$ cat config.mk
export PLATFORM = sky130hd
export DESIGN_NAME = fetch_buffer
export DESIGN_NICKNAME = d
export VERILOG_FILES = /design/src/rtl/fetch_buffer.sv
export SDC_FILE = /design/constraint.sdc
export NUM_CORES = 1
export LEC_CHECK = 0
export BUFFER_PORTS_ARGS = -buffer_cell sky130_fd_sc_hd__buf_2
export CAP_MARGIN = 20
export CORE_MARGIN = 3
export CORE_UTILIZATION = 40
export CTS_CLUSTER_DIAMETER = 100
export DETAILED_ROUTE_END_ITERATION = 6
export PLACE_DENSITY = 0.61
export SLEW_MARGIN = 20
export SYNTH_ARGS = -nofsm -noshare
export SYNTH_HDL_FRONTEND = slang
export SYNTH_SLANG_ARGS = --single-unit
$ cat constraint.sdc
create_clock -name clk -period 6.18 [get_ports clk]
set_clock_uncertainty 0.2 [all_clocks]
set_input_delay 0.927 -clock clk [delete_from_list [all_inputs] [get_ports clk]]
set_output_delay 0.927 -clock clk [all_outputs]
set_load 0.005 [all_outputs]
$ cat src/rtl/fetch_buffer.sv
// fetch_buffer: sequential instruction prefetch queue with redirect flush.
// Optional same-cycle response forwarding: FETCH_BUFFER_BYPASS_EN.
module fetch_buffer #(
  parameter int             XLEN            = 32,
  parameter int             DEPTH           = 4,
  parameter int             MAX_OUTSTANDING = 2,
  parameter logic [XLEN-1:0] RESET_PC       = '0
) (
  input  logic            clk,
  input  logic            reset,
  output logic            mem_req_valid,
  input  logic            mem_req_ready,
  output logic [XLEN-1:0] mem_req_addr,
  input  logic            mem_resp_valid,
  input  logic [XLEN-1:0] mem_resp_data,
  output logic            inst_valid,
  input  logic            inst_ready,
  output logic [XLEN-1:0] inst_data,
  output logic [XLEN-1:0] inst_pc,
  input  logic            redirect,
  input  logic [XLEN-1:0] redirect_pc,
  output logic            empty
);

  localparam int AW = $clog2(DEPTH);
  localparam logic [AW+1:0] DEPTH_L = (AW+2)'(DEPTH);
  localparam logic [AW:0]   MAXO_L  = (AW+1)'(MAX_OUTSTANDING);
  localparam logic [XLEN-1:0] STEP  = XLEN'(4);

  logic [XLEN-1:0] data_q [DEPTH];
  logic [XLEN-1:0] pc_q   [DEPTH];

  logic [AW:0]     wr_ptr;
  logic [AW:0]     rd_ptr;
  logic [AW:0]     out_cnt;
  logic [AW:0]     out_nxt;
  logic [AW:0]     drop_cnt;
  logic [AW:0]     occ;
  logic [AW+1:0]   inflight;
  logic [XLEN-1:0] fetch_pc;
  logic [XLEN-1:0] resp_pc;
  logic [XLEN-1:0] new_pc;
  logic            req_fire;
  logic            resp_keep;
  logic            wr_en;
  logic            deq;

  assign occ      = wr_ptr - rd_ptr;
  assign empty    = (wr_ptr == rd_ptr);
  assign inflight = {1'b0, occ} + {1'b0, out_cnt};
  assign new_pc   = redirect_pc & ~XLEN'(3);

  assign mem_req_valid = !reset && !redirect
                      && (inflight < DEPTH_L)
                      && (out_cnt < MAXO_L);
  assign mem_req_addr  = fetch_pc;
  assign req_fire      = mem_req_valid && mem_req_ready;

  // A response is kept only when nothing is left to drop and no flush is underway.
  assign resp_keep = mem_resp_valid && (drop_cnt == '0) && !redirect;
  assign deq       = inst_ready && !empty;

`ifdef FETCH_BUFFER_BYPASS_EN
  logic bypass;
  assign bypass     = empty && resp_keep;
  assign inst_valid = !empty || bypass;
  assign inst_data  = empty ? mem_resp_data : data_q[rd_ptr[AW-1:0]];
  assign inst_pc    = empty ? resp_pc : pc_q[rd_ptr[AW-1:0]];
  assign wr_en      = resp_keep && !(bypass && inst_ready);
`else
  assign inst_valid = !empty;
  assign inst_data  = data_q[rd_ptr[AW-1:0]];
  assign inst_pc    = pc_q[rd_ptr[AW-1:0]];
  assign wr_en      = resp_keep;
`endif

  // Outstanding count after this cycle's accept and response.
  always_comb begin
    out_nxt = out_cnt;
    unique case ({req_fire, mem_resp_valid})
      2'b10:   out_nxt = out_cnt + 1'b1;
      2'b01:   out_nxt = out_cnt - 1'b1;
      default: out_nxt = out_cnt;
    endcase
  end

  // Pointers, counters and fetch/response PCs.
  always_ff @(posedge clk) begin
    if (reset) begin
      wr_ptr   <= '0;
      rd_ptr   <= '0;
      out_cnt  <= '0;
      drop_cnt <= '0;
      fetch_pc <= RESET_PC;
      resp_pc  <= RESET_PC;
    end else begin
      out_cnt <= out_nxt;
      if (redirect) begin
        wr_ptr   <= '0;
        rd_ptr   <= '0;
        drop_cnt <= out_nxt;
        fetch_pc <= new_pc;
        resp_pc  <= new_pc;
      end else begin
        if (req_fire) fetch_pc <= fetch_pc + STEP;
        if (mem_resp_valid && (drop_cnt != '0))
          drop_cnt <= drop_cnt - 1'b1;
        if (resp_keep) resp_pc <= resp_pc + STEP;
        if (wr_en) wr_ptr <= wr_ptr + 1'b1;
        if (deq) rd_ptr <= rd_ptr + 1'b1;
      end
    end
  end

  // Entry storage; written at the tail with the word and its PC.
  always_ff @(posedge clk) begin
    if (!reset && wr_en) begin
      data_q[wr_ptr[AW-1:0]] <= mem_resp_data;
      pc_q[wr_ptr[AW-1:0]]   <= resp_pc;
    end
  end

endmodule

==> run_summary.xml, run 1 <==
<?xml version="1.0" encoding="UTF-8"?>
<metrics>
  <group name="logic_synthesis">
    <metric name="synth_warnings" unit="">0</metric>
    <metric name="yosys-top-cells-area" unit="">edfxtp_1 57%, dfxtp_1 11%, mux4_2 11%</metric>
    <metric name="cell_area_synth" unit="µm²">13100</metric>
    <metric name="synth_async_sr_flop_share" unit="%">0</metric>
    <metric name="netlist_top_cells_count" unit="">248 x edfxtp_1, 74 x dfxtp_1, 62 x mux4_2, 37 x inv_1, 36 x xor2_1</metric>
    <metric name="post_synthesis_sequential_area_ratio" unit="%">68.3</metric>
    <metric name="avgSynthCellArea" unit="µm²">16.1</metric>
    <metric name="synthDistinctLibCells" unit="">49</metric>
    <metric name="synth-simple-area-share" unit="%">7.25</metric>
    <metric name="synth_edf_count" unit="">248</metric>
    <metric name="synth_largest_area_cell" unit="">edfxtp_1</metric>
    <metric name="yosys_register_bits" unit="">322</metric>
    <metric name="synth_compound_area_share" unit="%">5.48</metric>
    <metric name="synth_top_family_by_area" unit="">multiplexers</metric>
    <metric name="most_common_cell_in_the_synthesized_netlist" unit="">edfxtp_1</metric>
    <metric name="top_area_cell_type_share_of_the_netlist_area" unit="%">56.9</metric>
    <metric name="synthMuxAreaShare" unit="%">10.8</metric>
    <metric name="area_share_of_fa_ha_maj_cells_after_synthesis" unit="%">1.65</metric>
    <metric name="dominantRegCellSynth" unit="">edfxtp_1</metric>
    <metric name="synthXorXnorAreaFrac" unit="%">3.88</metric>
    <metric name="post_syn_instances" unit="">813</metric>
  </group>
  <group name="placed_design">
    <metric name="post_dp_cell_area" unit="µm²">14300</metric>
    <metric name="routabilityCongestion" unit="">0.805</metric>
    <metric name="placed_cells_incl_taps" unit="">1374</metric>
    <metric name="place_hpwl" unit="µm">16200</metric>
    <metric name="io_buffers" unit="">162</metric>
  </group>
  <group name="setup_path">
    <metric name="regToRegStartpoint" unit="">wr_ptr[0]</metric>
    <metric name="cpLargestDelayFamily" unit="">adder cells</metric>
    <metric name="critical_path.cell_chain" unit="">inv_1, ha_1, inv_1, fa_1, xor2_1, ha_1, nor4b_4, nand2_1, nor2_1, inv_1, ha_1, inv_1, fa_1, mux2_2, o21a_1, nor2_1</metric>
    <metric name="cp-end-kind" unit="">flip-flop</metric>
    <metric name="reg2reg_setup_slack" unit="ns">2.29</metric>
    <metric name="critical_path.slowest_cell" unit="">fa_1</metric>
    <metric name="rr_endpoint" unit="">drop_cnt[1]</metric>
    <metric name="cp.required" unit="ns">6.41</metric>
    <metric name="slowest_delay" unit="ns">0.40</metric>
    <metric name="path_class" unit="">reg2reg</metric>
    <metric name="rr_worst_depth" unit="">16</metric>
    <metric name="crit_arrival" unit="ns">4.12</metric>
    <metric name="cp_num_buf_inv" unit="">4</metric>
    <metric name="worst_path_most_repeated_cell" unit="">inv_1</metric>
    <metric name="maximum_fanout_along_the_worst_path" unit="">5</metric>
    <metric name="start_kind" unit="">flip-flop</metric>
  </group>
  <group name="clock_tree">
    <metric name="clk-insertion-delay-late" unit="ns">0.50</metric>
    <metric name="clock_tree_from_tritoncts" unit="">built</metric>
    <metric name="cts.reportedPaths.clkPinSlew" unit="ns">0.06</metric>
    <metric name="post-cts-setup-buffers" unit="">0</metric>
    <metric name="number_of_h_tree_levels" unit="">2</metric>
    <metric name="postCtsHoldBufs" unit="">0</metric>
    <metric name="cts.sinks" unit="">322</metric>
    <metric name="cts-buffers-inserted" unit="">36</metric>
    <metric name="cts_root_buf" unit="">clkbuf_16</metric>
    <metric name="cts_repair_resize_count" unit="">0</metric>
    <metric name="clockBufferDepth" unit="">3</metric>
  </group>
  <group name="pwr">
    <metric name="power_density" unit="nW/µm²">307</metric>
    <metric name="clock_power_share" unit="%">41.9</metric>
    <metric name="pwr-share-comb" unit="%">6.0</metric>
    <metric name="static-leakage-power" unit="nW">5.31</metric>
    <metric name="intPower" unit="W">0.00371</metric>
    <metric name="p_sw_share" unit="%">21.4</metric>
    <metric name="vdd.ir_drop.worst" unit="mV">0.149</metric>
    <metric name="pwr-share-seq" unit="%">52.1</metric>
    <metric name="power.switching" unit="W">0.00101</metric>
  </group>
  <group name="die">
    <metric name="die_height" unit="µm">187</metric>
    <metric name="std_cell_rows" unit="">65</metric>
    <metric name="core_region_area" unit="µm²">31900</metric>
    <metric name="die-area" unit="µm²">34900</metric>
    <metric name="dieWidth" unit="µm">187</metric>
    <metric name="ioPinCount" unit="">169</metric>
    <metric name="start_util" unit="%">41.0</metric>
  </group>
  <group name="routing">
    <metric name="drt_drc_violations_left" unit="">0</metric>
    <metric name="route.antenna.remaining_nets" unit="">0</metric>
    <metric name="detailedRoute.firstPassIterationCount" unit="">4</metric>
    <metric name="via_count" unit="">7351</metric>
    <metric name="dr.first_iter.drc_count" unit="">404</metric>
    <metric name="routed_wirelength" unit="µm">26600</metric>
    <metric name="wire_per_inst" unit="µm">18.5</metric>
    <metric name="detail_route.vias_per_cell" unit="">5.12</metric>
  </group>
  <group name="layout">
    <metric name="final_layout_size_suffix_gt1_share" unit="%">28.6</metric>
    <metric name="final_cell_area" unit="µm²">15400</metric>
    <metric name="antenna-diode-count" unit="">0</metric>
    <metric name="areaGrowthSynthToFinish" unit="%">17.6</metric>
    <metric name="post_layout_nonfiller_instances" unit="">1435</metric>
    <metric name="design.final.nets" unit="">1063</metric>
  </group>
  <group name="timing">
    <metric name="achievable-frequency" unit="MHz">257</metric>
    <metric name="final-hold-violation-count" unit="">0</metric>
    <metric name="finalMaxSlewViolations" unit="">0</metric>
    <metric name="worstMarginPinSlew" unit="ns">1.03</metric>
    <metric name="rsz0062_at_grt" unit="">false</metric>
    <metric name="setup_total_negative_slack" unit="ns">0</metric>
    <metric name="finalSetupViolations" unit="">0</metric>
    <metric name="period_minus_slack" unit="ns">3.89</metric>
    <metric name="layout_worst_path_cycle_share" unit="%">62.9</metric>
    <metric name="max_slew_margin" unit="%">31.5</metric>
  </group>
  <group name="global_routing">
    <metric name="gr-total-overflow" unit="">0</metric>
    <metric name="initial_antenna_violation_count" unit="">0</metric>
    <metric name="globalRouteTotalUtil" unit="%">15.3</metric>
    <metric name="first_pass_grt_wire_length" unit="µm">42700</metric>
    <metric name="number_of_global_route_vias_before_repair" unit="">7508</metric>
    <metric name="grt_max_degree" unit="">63</metric>
  </group>
  <group name="worst_hold_path">
    <metric name="whs_path_depth" unit="">2</metric>
    <metric name="hold_path_startpoint" unit="">rd_ptr[1]</metric>
    <metric name="worstHoldPathType" unit="">reg2reg</metric>
  </group>
  <group name="job">
    <metric name="max-cap-violations" unit="">0</metric>
  </group>
  <group name="outcome">
    <metric name="outcome" unit="">complete, no violations</metric>
  </group>
</metrics>
cells in the final DEF, fill, tap and decap left out, types with 4 or more instances in the layout:
cell       netlist  final
edfxtp_1       248    248
buf_2           10    162
dfxtp_1         74     72
mux4_2          62     62
inv_1           37     37
clkbuf_16        0     37
xor2_1          36     36
a21boi_0        35     35
nand2_1         31     31
nor2_1          30     30
a21oi_1         28     28
nand3_1         24     24
xnor2_1         22     22
nand4_1         18     18
a211oi_1        14     14
ha_1            14     14
clkbuf_1        24     13
and3_1          16     12
nor3_1          11     11
and4_1          10     10
and2_1           9      9
o31a_1           9      9
o21a_1           8      8
clkinv_1         1      7
nor4_1           5      5
and3_4           0      4
conb_1           1      4
buf_4            7      4
worst max path at each step:
stage	startpoint	slack, ns	cells after the start	endpoint
global route	wr_ptr[0]	2.00	16	drop_cnt[1]
CTS	flip-flop	2.21	3	inst_pc[25]
floorplan	wr_ptr[0]	2.62	16	drop_cnt[1]
global placement	wr_ptr[0]	2.36	16	drop_cnt[1]
detailed placement	wr_ptr[0]	2.29	16	drop_cnt[1]
finish	wr_ptr[0]	2.29	16	drop_cnt[1]
cells by family (layout without fill, tap and decap cells):
family          count (synthesis)  count (layout)
flops                         322             322
xor+xnor                       58              58
other cells                     1               4
fa+ha+maj                      16              16
mux                            64              64
buf+inv                        81             265
compound gates                102             102
simple gates                  169             169
flip-flops by register name, summed over array words and instances, names as in the netlist, named ones only:
signal,flops
resp_pc,30
out_cnt,3
drop_cnt,3
rd_ptr,3
pc_q,120
data_q,128
mem_req_addr,30
wr_ptr,3
area by class of cell:
type | count | area, µm²
multi-input combinational | 413 | 3840
timing repair buffer | 166 | 841
clock buffer | 50 | 975
clock inverter | 11 | 100
fill | 2855 | 16500
tap | 435 | 544
sequential | 322 | 8940
inverter | 38 | 143
metal layers:
metal	track usage, %	wire [µm]
met4	3.49	400
met1	22.3	12600
met3	3.07	1550
met2	23.8	12000
met5	0	0
power groups by stage:
stage	sequential, W	combinational [W]	clock, W
finish	0.00246	0.000285	0.00197
detailed placement	0.00250	0.000289	0
floorplan	0.00248	0.000185	0
global placement	0.00250	0.000284	0
global route	0.00247	0.000321	0.00213
CTS	0.00246	0.000290	0.00203
worst min-delay path, cell delays in order (launching register included):
cell     delay [ns]
dfxtp_1        0.33
nand2_1        0.06
a21oi_1        0.07
per-stage QoR:
| stage | power, W | util [%] | hold slack, ns | setup slack (ns) |
|---|---|---|---|---|
| floorplan | 0.00267 | - | 0.267 | 2.62 |
| global placement | 0.00278 | 44.9 | 0.282 | 2.36 |
| detailed placement | 0.00279 | 44.9 | 0.298 | 2.29 |
| CTS | 0.00478 | 48.2 | 0.309 | 2.21 |
| global route | 0.00492 | 48.2 | 0.342 | 2.00 |
| finish | 0.00472 | 48.2 | 0.306 | 2.29 |
Power figures use the tool's default switching activity.
==> inputs of run 2 (changes only) <==
- clock period: 6.18 -> 3.83 ns (I/O delays scaled with it)
==> run 2 against run 1 <==
Effect of this change: die area is the same; sequential share of layout area shrank 0.75 points; via count is essentially flat; critical path type is now reg2out; critical endpoint is now mem_req_valid; non-clock buffer count grew 16; hold slack lost 0.22 ns; largest power group unchanged.
==> run_summary.xml, run 2 (same netlist as run 1, synthesis figures left out) <==
<?xml version="1.0" encoding="UTF-8"?>
<metrics>
  <group name="layout">
    <metric name="num-fill-cells" unit="">2836</metric>
    <metric name="final_cell_area" unit="µm²">15600</metric>
    <metric name="layout_common_cells" unit="">248 x edfxtp_1, 162 x buf_2, 72 x dfxtp_1, 62 x mux4_2, 37 x clkbuf_16</metric>
    <metric name="areaGrowthSynthToFinish" unit="%">19.1</metric>
    <metric name="design.final.nets" unit="">1079</metric>
    <metric name="final_layout_size_suffix_gt1_share" unit="%">30.8</metric>
    <metric name="post_layout_nonfiller_instances" unit="">1454</metric>
    <metric name="largest_reg_flops" unit="">128</metric>
    <metric name="antenna-diode-count" unit="">0</metric>
    <metric name="layout_commonest_cell" unit="">edfxtp_1</metric>
  </group>
  <group name="timing">
    <metric name="finalSetupViolations" unit="">0</metric>
    <metric name="finalMaxSlewViolations" unit="">0</metric>
    <metric name="layout_worst_path_cycle_share" unit="%">92.9</metric>
    <metric name="max_slew_margin" unit="%">49.0</metric>
    <metric name="achievable-frequency" unit="MHz">281</metric>
    <metric name="hold-worst-slack" unit="ns">0.0847</metric>
    <metric name="worstMarginPinSlew" unit="ns">0.759</metric>
    <metric name="final-hold-violation-count" unit="">0</metric>
    <metric name="rsz0062_at_grt" unit="">false</metric>
    <metric name="setup_total_negative_slack" unit="ns">0</metric>
    <metric name="period_minus_slack" unit="ns">3.56</metric>
  </group>
  <group name="routing">
    <metric name="dr.first_iter.drc_count" unit="">389</metric>
    <metric name="detail_route.vias_per_cell" unit="">5.06</metric>
    <metric name="wire_per_inst" unit="µm">18.4</metric>
    <metric name="route.antenna.remaining_nets" unit="">0</metric>
    <metric name="drt_drc_violations_left" unit="">0</metric>
    <metric name="detailedRoute.firstPassIterationCount" unit="">4</metric>
    <metric name="routed_wirelength" unit="µm">26800</metric>
    <metric name="via_count" unit="">7357</metric>
  </group>
  <group name="job">
    <metric name="max-cap-violations" unit="">0</metric>
  </group>
  <group name="placed_design">
    <metric name="io_buffers" unit="">162</metric>
    <metric name="post_dp_cell_area" unit="µm²">14500</metric>
    <metric name="place_hpwl" unit="µm">17400</metric>
    <metric name="placed_cells_incl_taps" unit="">1390</metric>
    <metric name="routabilityCongestion" unit="">0.774</metric>
  </group>
  <group name="clock_tree">
    <metric name="clk-insertion-delay-late" unit="ns">0.51</metric>
    <metric name="postCtsHoldBufs" unit="">0</metric>
    <metric name="number_of_h_tree_levels" unit="">2</metric>
    <metric name="cts-buffers-inserted" unit="">36</metric>
    <metric name="clock_tree_from_tritoncts" unit="">built</metric>
    <metric name="clockBufferDepth" unit="">3</metric>
    <metric name="cts.reportedPaths.clkPinSlew" unit="ns">0.06</metric>
    <metric name="cts.sinks" unit="">322</metric>
    <metric name="cts_root_buf" unit="">clkbuf_16</metric>
  </group>
  <group name="die">
    <metric name="ioPinCount" unit="">169</metric>
    <metric name="die_height" unit="µm">187</metric>
    <metric name="core_region_area" unit="µm²">31900</metric>
    <metric name="std_cell_rows" unit="">65</metric>
    <metric name="start_util" unit="%">41.0</metric>
    <metric name="dieWidth" unit="µm">187</metric>
    <metric name="die-area" unit="µm²">34900</metric>
  </group>
  <group name="worst_hold_path">
    <metric name="whs_path_depth" unit="">1</metric>
    <metric name="hold_path_startpoint" unit="">mem_resp_data[19]</metric>
    <metric name="worstHoldPathType" unit="">in2reg</metric>
    <metric name="hold-path-endpoint" unit="">data_q[0][19]</metric>
  </group>
  <group name="global_routing">
    <metric name="first_pass_grt_wire_length" unit="µm">43000</metric>
    <metric name="number_of_global_route_vias_before_repair" unit="">7673</metric>
    <metric name="globalRouteTotalUtil" unit="%">15.4</metric>
    <metric name="initial_antenna_violation_count" unit="">0</metric>
    <metric name="grt_max_degree" unit="">63</metric>
    <metric name="gr-total-overflow" unit="">0</metric>
  </group>
  <group name="setup_path">
    <metric name="slowest_delay" unit="ns">0.43</metric>
    <metric name="regToRegStartpoint" unit="">wr_ptr[0]</metric>
    <metric name="critical_path.slowest_cell" unit="">fa_1</metric>
    <metric name="critical_path.cell_chain" unit="">inv_2, ha_1, inv_1, fa_1, ha_1, nand3b_1, nand2_1, nor3_1, buf_2</metric>
    <metric name="cp.required" unit="ns">3.06</metric>
    <metric name="rr_worst_depth" unit="">16</metric>
    <metric name="path_class" unit="">reg2out</metric>
    <metric name="reg2reg_setup_slack" unit="ns">0.31</metric>
    <metric name="worst_path_most_repeated_cell" unit="">ha_1</metric>
    <metric name="rr_endpoint" unit="">drop_cnt[1]</metric>
    <metric name="crit_arrival" unit="ns">2.78</metric>
    <metric name="maximum_fanout_along_the_worst_path" unit="">5</metric>
    <metric name="cp-end-kind" unit="">output port</metric>
    <metric name="start_kind" unit="">flip-flop</metric>
  </group>
  <group name="pwr">
    <metric name="fin_total_pwr" unit="W">0.00761</metric>
    <metric name="power_density" unit="nW/µm²">488</metric>
    <metric name="static-leakage-power" unit="nW">5.44</metric>
    <metric name="vdd.ir_drop.worst" unit="mV">0.348</metric>
  </group>
  <group name="outcome">
    <metric name="outcome" unit="">complete, no violations</metric>
  </group>
</metrics>
run 2: repair_timing:
item / in CTS / in global routing
resized for setup: 0 / 3
endpoints found under the hold margin: 0 / 0
endpoints found under the setup margin: 0 / 1
setup buffers: 0 / 0
run 2: routing by layer:
layer	vias up	routed length (µm)	GRT usage, %
met3	33	1520	3.24
met5	-	0	0
met1	3627	12500	22.4
met4	0	428	3.84
met2	211	12400	24.1
li1	3486	-	-
run 2: report_power, final:
| group | switching (W) | internal (W) |
|---|---|---|
| clock | 0.00130 | 0.00186 |
| combinational | 0.000249 | 0.000230 |
| sequential | 0.000103 | 0.00386 |
run 2: worst max path at each step:
stage,startpoint,to,slack [ns],cells after the start
after floorplan,wr_ptr[0],drop_cnt[1],0.27,16
final,wr_ptr[0],mem_req_valid,0.27,9
after global placement,wr_ptr[0],drop_cnt[1],0.26,16
after detailed placement,wr_ptr[0],drop_cnt[1],0.21,16
after global routing,wr_ptr[0],drop_cnt[1],0.03,16
after CTS,wr_ptr[0],drop_cnt[1],0.20,16
run 2: cell type report:
class	count	area, µm²	area share, %
Multi-Input combinational cell	413	3850	24.7
Clock buffer	45	971	6.23
Clock inverter	19	118	0.755
Timing Repair Buffer	182	1020	6.57
Sequential cell	322	8940	57.4
Tap cell	435	544	3.49
Inverter	38	143	0.915
run 2: worst max-delay path: cells and delay by family, from the launching register on:
kind | cells | cell delay [ns]
adder cells (fa/ha/maj) | 3 | 0.90
flip-flops | 1 | 0.40
AND/OR/NAND/NOR | 3 | 0.66
buffers and inverters | 3 | 0.31
run 2: metrics by stage:
stage               utilization, %  setup slack [ns]
floorplan                        -             0.269
global placement              45.4             0.264
detailed placement            45.4             0.214
CTS                           48.9             0.204
global route                  48.9            0.0306
finish                        48.9             0.274
